### config.mk
export PLATFORM = sky130hd
export DESIGN_NAME = bnn_frame_sched
export DESIGN_NICKNAME = d
export VERILOG_FILES = /design/src/rtl/bnn_frame_sched.sv
export SDC_FILE = /design/constraint.sdc
export NUM_CORES = 1
export LEC_CHECK = 0
export BUFFER_PORTS_ARGS = -buffer_cell sky130_fd_sc_hd__buf_2
export CORE_MARGIN = 2
export CORE_UTILIZATION = 40
export DETAILED_ROUTE_END_ITERATION = 8
export SYNTH_ARGS = -nofsm -noshare
export SYNTH_HDL_FRONTEND = slang
export SYNTH_SLANG_ARGS = --single-unit
### constraint.sdc
create_clock -name clk -period 7 [get_ports clk]
set_input_delay 0.7 -clock clk [delete_from_list [all_inputs] [get_ports clk]]
set_output_delay 0.7 -clock clk [all_outputs]
set_load 0.03 [all_outputs]
### src/rtl/bnn_frame_sched.sv
// bnn_frame_sched: binarises a raster pixel stream into a full frame for the BNN core,
// requests one score per class, and reduces the returned scores to a one-hot argmax.
//
// state | meaning
// IDLE  | single cycle after reset release
// LOAD  | accepting pixels, pix_ready high
// REQ   | core_req high for class core_cls, waiting for core_ack
// GAP   | one idle cycle between class requests
// DONE  | pred/pred_valid presented for one cycle
module bnn_frame_sched #(
    parameter int IMG_W   = 16,
    parameter int IMG_H   = 16,
    parameter int THRESH  = 128,
    parameter int N_OUT   = 10,
    parameter int SCORE_W = 10
) (
    input  logic                     clk,
    input  logic                     xrst,
    input  logic                     pix_valid,
    input  logic [7:0]               pix,
    output logic                     pix_ready,
    output logic [IMG_W*IMG_H-1:0]   core_img,
    output logic                     core_req,
    output logic [3:0]               core_cls,
    input  logic                     core_ack,
    input  logic [SCORE_W-1:0]       core_score,
    output logic [N_OUT-1:0]         pred,
    output logic                     pred_valid,
    output logic                     busy
);

    localparam int NPIX  = IMG_W * IMG_H;
    localparam int CNT_W = (NPIX > 1) ? $clog2(NPIX) : 1;
    localparam int CLS_W = 4;
    localparam logic [7:0]       THR8     = 8'(THRESH);
    localparam logic [CNT_W-1:0] LAST_PIX = CNT_W'(NPIX - 1);
    localparam logic [CLS_W-1:0] LAST_CLS = CLS_W'(N_OUT - 1);

    typedef enum logic [2:0] {
        S_IDLE,
        S_LOAD,
        S_REQ,
        S_GAP,
        S_DONE
    } state_t;

    state_t                     state, state_d;
    logic [CNT_W-1:0]           pix_cnt, pix_cnt_d;
    logic signed [SCORE_W-1:0]  best, best_d;
    logic [CLS_W-1:0]           best_idx, best_idx_d;
    logic                       pix_ready_d, core_req_d, pred_valid_d, busy_d;
    logic [NPIX-1:0]            core_img_d;
    logic [CLS_W-1:0]           core_cls_d;
    logic [N_OUT-1:0]           pred_d;
    logic                       accept, ack_hit, take;

    assign accept  = pix_valid && pix_ready && (state == S_LOAD);
    assign ack_hit = core_ack && core_req && (state == S_REQ);
    // class 0 always seeds the running best; strict > keeps the lower index on ties
    assign take    = (core_cls == '0) || ($signed(core_score) > best);

    // next-state and next-output computation; every output is registered below
    always_comb begin
        state_d      = state;
        pix_cnt_d    = pix_cnt;
        best_d       = best;
        best_idx_d   = best_idx;
        pix_ready_d  = pix_ready;
        core_req_d   = core_req;
        core_img_d   = core_img;
        core_cls_d   = core_cls;
        pred_d       = pred;
        pred_valid_d = 1'b0;
        case (state)
            S_IDLE: begin
                state_d     = S_LOAD;
                pix_ready_d = 1'b1;
            end
            S_LOAD: begin
                if (accept) begin
                    core_img_d[pix_cnt] = (pix >= THR8);
                    if (pix_cnt == LAST_PIX) begin
                        pix_cnt_d   = '0;
                        pix_ready_d = 1'b0;
                        core_req_d  = 1'b1;
                        core_cls_d  = '0;
                        state_d     = S_REQ;
                    end else begin
                        pix_cnt_d = pix_cnt + CNT_W'(1);
                    end
                end
            end
            S_REQ: begin
                if (ack_hit) begin
                    if (take) begin
                        best_d     = $signed(core_score);
                        best_idx_d = core_cls;
                    end
                    core_req_d = 1'b0;
                    if (core_cls == LAST_CLS) begin
                        state_d      = S_DONE;
                        pred_valid_d = 1'b1;
                        for (int i = 0; i < N_OUT; i++) begin
                            pred_d[i] = (best_idx_d == CLS_W'(i));
                        end
                    end else begin
                        core_cls_d = core_cls + CLS_W'(1);
                        state_d    = S_GAP;
                    end
                end
            end
            S_GAP: begin
                core_req_d = 1'b1;
                state_d    = S_REQ;
            end
            S_DONE: begin
                pix_ready_d = 1'b1;
                state_d     = S_LOAD;
            end
            default: begin
                state_d = S_IDLE;
            end
        endcase
        busy_d = (state_d == S_REQ) || (state_d == S_GAP) || (state_d == S_DONE);
    end

    // state and output registers, cleared asynchronously by xrst
    always_ff @(posedge clk or negedge xrst) begin
        if (!xrst) begin
            state      <= S_IDLE;
            pix_cnt    <= '0;
            best       <= '0;
            best_idx   <= '0;
            pix_ready  <= 1'b0;
            core_req   <= 1'b0;
            core_img   <= '0;
            core_cls   <= '0;
            pred       <= '0;
            pred_valid <= 1'b0;
            busy       <= 1'b0;
        end else begin
            state      <= state_d;
            pix_cnt    <= pix_cnt_d;
            best       <= best_d;
            best_idx   <= best_idx_d;
            pix_ready  <= pix_ready_d;
            core_req   <= core_req_d;
            core_img   <= core_img_d;
            core_cls   <= core_cls_d;
            pred       <= pred_d;
            pred_valid <= pred_valid_d;
            busy       <= busy_d;
        end
    end

endmodule
# After elaboration in Yosys (flattened, before gate mapping)
# Cells that the tools add are included.
word_totals:
  input_bits: 22
  out_inout_bits: 274
  elab_cells: 88
  regBits: 299
op_classes:
  reduce_logical: 22
  n_eq_ne: 22
  n_lt_le_gt_ge: 4
  n_mux: 27
  addsub: 2
ops:
  columns: ["op", "n"]
  rows:
  - ["bitwise mux 256 bit", 1]
  - ["2-to-1 mux 4 bit", 7]
  - ["equality test 4 x 3 -> 1 bit, second input constant", 4]
  - ["equality test 3 x 2 -> 1 bit, second input constant", 4]
  - ["equality test 4 bit, second input constant", 3]
  - ["2-to-1 mux 3 bit", 4]
  - ["case mux 3 bit (4 select lines)", 1]
  - ["greater-than comparator 10 bit", 1]
  - ["less-than comparator 8 x 9 -> 1 bit, second input constant", 1]
  - ["2-to-1 mux 1 bit", 9]
  - ["AND reduction 3 bit", 3]
  - ["adder 8 x 1 -> 8 bit, second input constant", 1]
  - ["demux 1 bit (select 8 bit)", 1]
  - ["equality test 4 x 2 -> 1 bit, second input constant", 2]
  - ["equality test 8 bit, second input constant", 1]
  - ["greater-or-equal comparator 8 x 1 -> 1 bit, second input constant", 1]
  - ["greater-or-equal comparator 8 bit, second input constant", 1]
  - ["logical NOT 4 bit", 2]
  - ["2-to-1 mux 8 bit", 1]
  - ["case mux 4 bit (2 select lines)", 1]
  - ["equality test 3 bit, second input constant", 2]
  - ["inequality test 2 bit, second input constant", 3]
  - ["logical AND 1 bit", 5]
  - ["AND reduction 5 bit", 1]
  - ["13 further kinds", 17]

# Logic depth before layout (Yosys ltp)
# Gate-level depths: netlist of run 1.
depth:
  ltp_word: 7
  depth_mapped: 10
  ltp_nobuf: 9

# Worst setup path after synthesis of run 1
# Ideal clock, no wire load.
synth_timing:
  path_kind: "in2reg"
  start: "input port core_score[5]"
  end: "register best[0]"
  t_arrival_ns: 2.731
  path_stages: 9
  path_slack_ns: 4.144
  n_path_buf: 1
  setup_ns: 0.125
  t_required_ns: 6.875
  cell_sequence: "ha_1 > a21oi_1 > o21ai_0 > a2111oi_1 > a21oi_2 > a21oi_4 > nand2b_4 > buf_12 > mux2_4"
synth_between:
  elab_chain_len: 3
synth_rtl:
  columns: ["element", "line", "rtl"]
  rows:
  - ["start: declaration", "26", "input logic [SCORE_W-1:0] core_score,"]
  - ["greater-than comparator 10 bit", "60", "assign take = (core_cls == '0) || ($signed(core_score) > best);"]
  - ["logical OR 1 bit", "60", null]
  - ["AND reduction 3 bit (no source line)", null, null]
  - ["end signal: assignment", "144", "best <= best_d;"]
  - ["end: declaration", "49", "logic signed [SCORE_W-1:0] best, best_d;"]
# No other way between the ends.
# A chain may end at the register's enable or synchronous reset.

# Worst setup path in the final report of run 1
layout_timing:
  start: "register state[1]"
  end: "register core_img[186]"
layout_between:
  elab_chain_len: 3
layout_rtl:
  columns: ["element", "line", "rtl"]
  rows:
  - ["start: declaration", "47", "state_t state, state_d;"]
  - ["start signal: assignment", "142", "state <= state_d;"]
  - ["equality test 3 x 1 -> 1 bit (*)", "57, 74", null]
  - ["logical AND 1 bit", "57", "assign accept = pix_valid && pix_ready && (state == S_LOAD);"]
  - ["AND reduction 2 bit (no source line) (*)", null, null]
  - ["end signal: assignment", "148", "core_img <= core_img_d;"]
  - ["end: declaration", "22", "output logic [IMG_W*IMG_H-1:0] core_img,"]
# Every way passes the cells marked *; elsewhere a longest branch is shown, timed or not.

==> results of run 1 <==
[power by group through the flow]
| stage | clock network, W | logic [W] | registers (W) |
|---|---|---|---|
| final | 0.00172 | 0.000512 | 0.00186 |
| after global routing | 0.00184 | 0.000573 | 0.00187 |
| after CTS | 0.00177 | 0.000519 | 0.00186 |
| after detailed placement | 0 | 0.000517 | 0.00189 |
| after global placement | 0 | 0.000511 | 0.00189 |
| after floorplan | 0 | 0.000347 | 0.00189 |
[final timing paths]
| path | from | endpoint | depth (start not counted) |
|---|---|---|---|
| max in group asynchronous | xrst | core_img[146] | 2 |
| setup / recovery | state[1] | core_img[186] | 7 |
| hold reg to reg | pred[4] | pred[4] | 2 |
| min in group clk | core_score[3] | best[3] | 2 |
| hold / removal | xrst | core_img[186] | 1 |
| setup reg to reg | state[1] | core_img[186] | 7 |
[layout by cell type, fill, tap and decap left out, types with 4 or more instances in the layout]
cell and n:
nand2_1 182, a21oi_1 8, nand3_1 5, inv_1 20, dfrtp_1 299, buf_2 286, mux2_4 9, nand4_1 4
mux2_2 257, and2_1 5, nor2b_1 4, buf_4 9, nand2b_1 10, mux2i_1 4, o21ai_0 16, nor3_1 4
nor3_2 5, o31ai_1 8, clkbuf_8 4, nor2_1 156, mux2_1 4, ha_1 17, clkbuf_1 10, clkbuf_16 37
[state kept, by name (all words and copies together), names as in the netlist]
register / flops
busy: 1
state: 3
pred_valid: 1
pix_ready: 1
core_img: 256
best: 10
core_cls: 4
pred: 10
pix_cnt: 8
core_req: 1
best_idx: 4
[stage by stage]
stage               utilization  cells  hold slack, ns  total power (W)  instance area, um2
finish                    0.494   1841           0.215          0.00409               16000
global placement          0.461   1786           0.464          0.00240               14900
detailed placement        0.461   1786           0.465          0.00241               14900
CTS                       0.494   1841           0.227          0.00415               16000
floorplan                     -   1113           0.404          0.00224               13100
global route              0.494   1841           0.253          0.00429               16000
[cell type report]
class / count / area, um2
inverter: 20 / 75.1
clock buffer: 51 / 1020
clock inverter: 4 / 45.0
tap: 442 / 553
timing repair buffer: 297 / 1530
multi-input combinational: 728 / 5290
fill: 3001 / 16400
sequential: 299 / 7480
[worst max-delay path: cells and delay by family (launching register included)]
| kind | cells | cell delay [ns] |
|---|---|---|
| simple gates | 6 | 1.93 |
| flops | 1 | 0.46 |
| mux | 1 | 0.35 |
[layer usage]
metal,share of wire,GRT usage,vias up
li1,-,-,4261
met1,0.43,0.274,4567
met2,0.47,0.335,272
met3,0.070,0.0556,66
met4,0.031,0.0689,0
met5,0,0,-
[kinds of logic (layout without fill, tap and decap cells)]
| logic type | count (synthesis) | in the layout | share of synthesized area |
|---|---|---|---|
| buffers and inverters | 86 | 372 | 0.0264 |
| AOI/OAI and AO/OA | 43 | 43 | 0.0216 |
| adders and majority gates | 17 | 17 | 0.0162 |
| DFF | 299 | 299 | 0.571 |
| xor gates and xnor gates | 5 | 5 | 0.00334 |
| muxes | 274 | 274 | 0.238 |
| and+or+nand+nor | 389 | 389 | 0.124 |
==> results.cfg, run 1 <==
[run_status]
status = complete, no violations

[logic_synthesis]
synthDistinctLibCells = 42
syn_area_per_cell_um2 = 11.8
synthTopCellsByCount = dfrtp_1, mux2_2, nand2_1
synth_nets = 1152
synth_area_um2 = 13100
yosysTopAreaCell = dfrtp_1
synthCells = 1113
synth.most_common_cell = dfrtp_1
ys_seq_elements = 299
synth_top_area_frac = 0.571
synth_edf_count = 0
yosysWarnings = 0
async_flop_share = 1.00
synth.area.top_cells = dfrtp_1, mux2_2, nand2_1
synthFlopType = dfrtp_1
ys_seq_area_frac = 0.571

[clocking]
cts_resized = 0
ctsHoldBuffers = 0
h-tree-depth = 2
cts_buffer_depth = 3
clkTransAtPathRegs_ns = 0.05
worst_skew_pair.late_latency_ns = 0.51
cts_buffers = 35
cts_sinks = 299
post_cts_buffers = 0
cts_tree = built
root_buffer = clkbuf_16

[power_and_ir_drop]
irDropWorstVdd_mv = 0.136
p_switching_w = 0.00108
powerDensity_nw_per_um2 = 256
pwr-share-clk = 0.421
pwr-share-seq = 0.454
p_leak_nw = 8.54
power.internal_w = 0.00301
power_frac_comb = 0.125
switching_share = 0.264

[routing]
dr.pass1.iters = 5
drtIter0Drc = 465
drcViolationCount = 0
vias = 9166
drtAntennaViolNets = 0
via_per_inst = 4.98
wl_per_cell_um = 19.5
routed_wl_um = 36000

[place]
pre_cts_ws_ns = 3.76
place_hpwl_um = 23300
portBuffers = 288
place.gp.congestion = 0.788

[sta]
relSlewSlack = 0.268
tightest_slew_ns = 1.10
timing.fmax_ghz = 0.348
skew_ns = 0.0150
setup_viol = 0
min_period_ns = 2.87
rsz0062_at_grt = false
period_share = 0.410
finalMaxSlewViolations = 0
worst_slack_ns = 4.13
fin_setup_tns_ns = 0
finalHoldViolations = 0

[die]
rows = 66
die-area_um2 = 34200
start_util = 0.405
pin_count = 296
core_area_um2 = 32400
die_h_um = 185
die-width_um = 185

[finish]
nets = 1420
drive_gt1_frac = 0.442
antennaDiodeCount = 0
areaGrowthSynthToFinish_pct = 21.9

[run]
cap_violations = 0

[global_route]
grt.total_usage = 0.208
grt_pass1_vias = 9114
antenna_found_initial = 0
grt_max_degree = 139
grt_overflow = 0
grt_pass1_wl_um = 54800

[setup_path]
path_class = flop to flop
cp_slowest_cell = and2_1
cpMostUsedCell = nand2_1
end_kind = flop
path_cells = nand2b_1 -> nor3_4 -> nand2_1 -> nor2_1 -> and2_1 -> nand2_1 -> mux2_1
cp.arrival_ns = 3.25
cp_slowest_stage_delay_ns = 0.87
required_ns = 7.38
cp_max_fo = 16
worstSetupStartpointType = flop
ff2ff_setup_slack_ns = 4.13

[worst_hold_path]
hp-class = primary input to async pin
No activity file was read; power rests on OpenSTA's default activity.
==> inputs of run 2 (changes only) <==
- clock period: 7 -> 2.54 ns (I/O delays scaled with it)
==> results.cfg, run 2 (synthesis gave the netlist of run 1 again) <==
[place]
portBuffers = 288
dp_cells = 1829
place.gp.congestion = 0.808
place_hpwl_um = 24300
pre_cts_ws_ns = -0.0136

[finish]
most-common-layout-cells = dfrtp_1, buf_2, mux2_2
areaGrowthSynthToFinish_pct = 27.0
nets = 1475
stdcell_count = 1900
final_common_cell = dfrtp_1
largest_reg_flops = 256
drive_gt1_frac = 0.467
antennaDiodeCount = 0
largest-register = core_img
top_regs = core_img (256), best (10), pred (10)

[sta]
relSlewSlack = 0.494
rsz0062_at_grt = false
min_period_ns = 2.44
setup_viol = 0
finalMaxSlewViolations = 0
timing.fmax_ghz = 0.409
tightest_slew_ns = 0.758
finalHoldViolations = 0
skew_ns = 0.0255
fin_setup_tns_ns = 0
period_share = 0.962
worst_slack_ns = 0.0960

[setup_path]
crit_path_start = core_score[9]
cp_max_fo = 4
required_ns = 2.94
cp.buffers_inverters = 2
crit_family = buffers and inverters
cp.arrival_ns = 2.85
cp_slowest_stage_delay_ns = 0.54
cpMostUsedCell = a21oi_2
path_class = primary input to flop
worstSetupStartpointType = primary input
cp_slowest_cell = dlygate4sd3_1
path_cells = dlygate4sd3_1 -> buf_2 -> ha_1 -> nand4_1 -> or3_1 -> a21oi_2 -> a21oi_2 -> a21oi_4 -> mux2_2 -> o31ai_1
reg2reg_from = best[7]
end_kind = flop

[routing]
drtAntennaViolNets = 0
wl_per_cell_um = 19.1
drcViolationCount = 0
via_per_inst = 4.96
drtIter0Drc = 479
dr.pass1.iters = 5
routed_wl_um = 36400
vias = 9426

[die]
pin_count = 296
die-area_um2 = 34200
die_h_um = 185
core_area_um2 = 32400
rows = 66
die-width_um = 185
start_util = 0.405

[power_and_ir_drop]
power_frac_comb = 0.150
p_switching_w = 0.00317
irDropWorstVdd_mv = 0.388
pwr-share-seq = 0.432
powerDensity_nw_per_um2 = 712
power.internal_w = 0.00869
p_leak_nw = 8.87
pwr-share-clk = 0.418
switching_share = 0.267
fin_total_pwr_w = 0.0119

[global_route]
grt.total_usage = 0.210
antenna_found_initial = 0
grt_max_degree = 85
grt_pass1_vias = 9490
grt_overflow = 0
grt_pass1_wl_um = 55700

[clocking]
clkTransAtPathRegs_ns = 0.06
cts_buffers = 36
worst_skew_pair.late_latency_ns = 0.52
h-tree-depth = 2
cts_sinks = 299
cts_tree = built
root_buffer = clkbuf_16
cts_buffer_depth = 3

[worst_hold_path]
hp-class = primary input to flop
hold_start = core_score[4]

[run]
cap_violations = 0

[run_status]
status = complete, no violations
-- run 2: changes by cell type in the layout (fill, tap and decap cells not counted), moves of 3 or more --
cell / previous run / this run
buf_12: 0 / 5
dlygate4sd3_1: 0 / 10
mux2i_1: 4 / 1
o21ai_1: 0 / 3
o21ai_0: 16 / 13
clkinv_2: 3 / 6
buf_4: 9 / 47
-- run 2: worst paths after layout --
check	end	slack (ns)	cells past startpoint
min in group asynchronous	core_img[216]	0.27	2
max	pred[7]	0.1	10
min	best[4]	0.02	2
max reg2reg	pred[7]	0.11	9
min reg2reg	pred[6]	0.48	2
max in group asynchronous	core_img[119]	1.43	3
-- run 2: power by group through the flow --
stage               Combinational, W  Clock [W]  Sequential, W
floorplan                   0.000956          0        0.00522
global placement             0.00155          0        0.00519
detailed placement           0.00156          0        0.00520
CTS                          0.00160    0.00510        0.00512
global route                 0.00195    0.00528        0.00515
finish                       0.00177    0.00496        0.00512
-- run 2: area by class of cell --
cell class	count	area (um2)
Inverter	20	75.1
Tap cell	442	553
Timing Repair Buffer	350	2010
Clock buffer	52	1060
Clock inverter	8	76.3
Sequential cell	299	7480
Multi-Input combinational cell	729	5390
Fill cell	2939	15700
-- run 2: metal layers --
metal	part of all wire	global-route usage	vias to the layer above
li1	-	-	4379
met2	0.49	0.354	237
met5	0	0	-
met1	0.42	0.268	4753
met4	0.023	0.0587	0
met3	0.067	0.0560	57
-- run 2: per-stage QoR --
stage / utilization / area, um2 / hold slack (ns)
finish: 0.514 / 16600 / 0.0230
detailed placement: 0.473 / 15300 / 0.219
floorplan: - / 13100 / -0.0416
global placement: 0.473 / 15300 / 0.214
global route: 0.514 / 16600 / 0.0264
CTS: 0.511 / 16600 / 0.00653
-- run 2: repair_timing --
item	CTS	global route
endpoints found under the hold margin	59	0
resized for setup	0	17
hold buffers	10	0
cloned	1	0
pin swaps	1	2
setup endpoints to repair	5	23
setup buffers	0	0
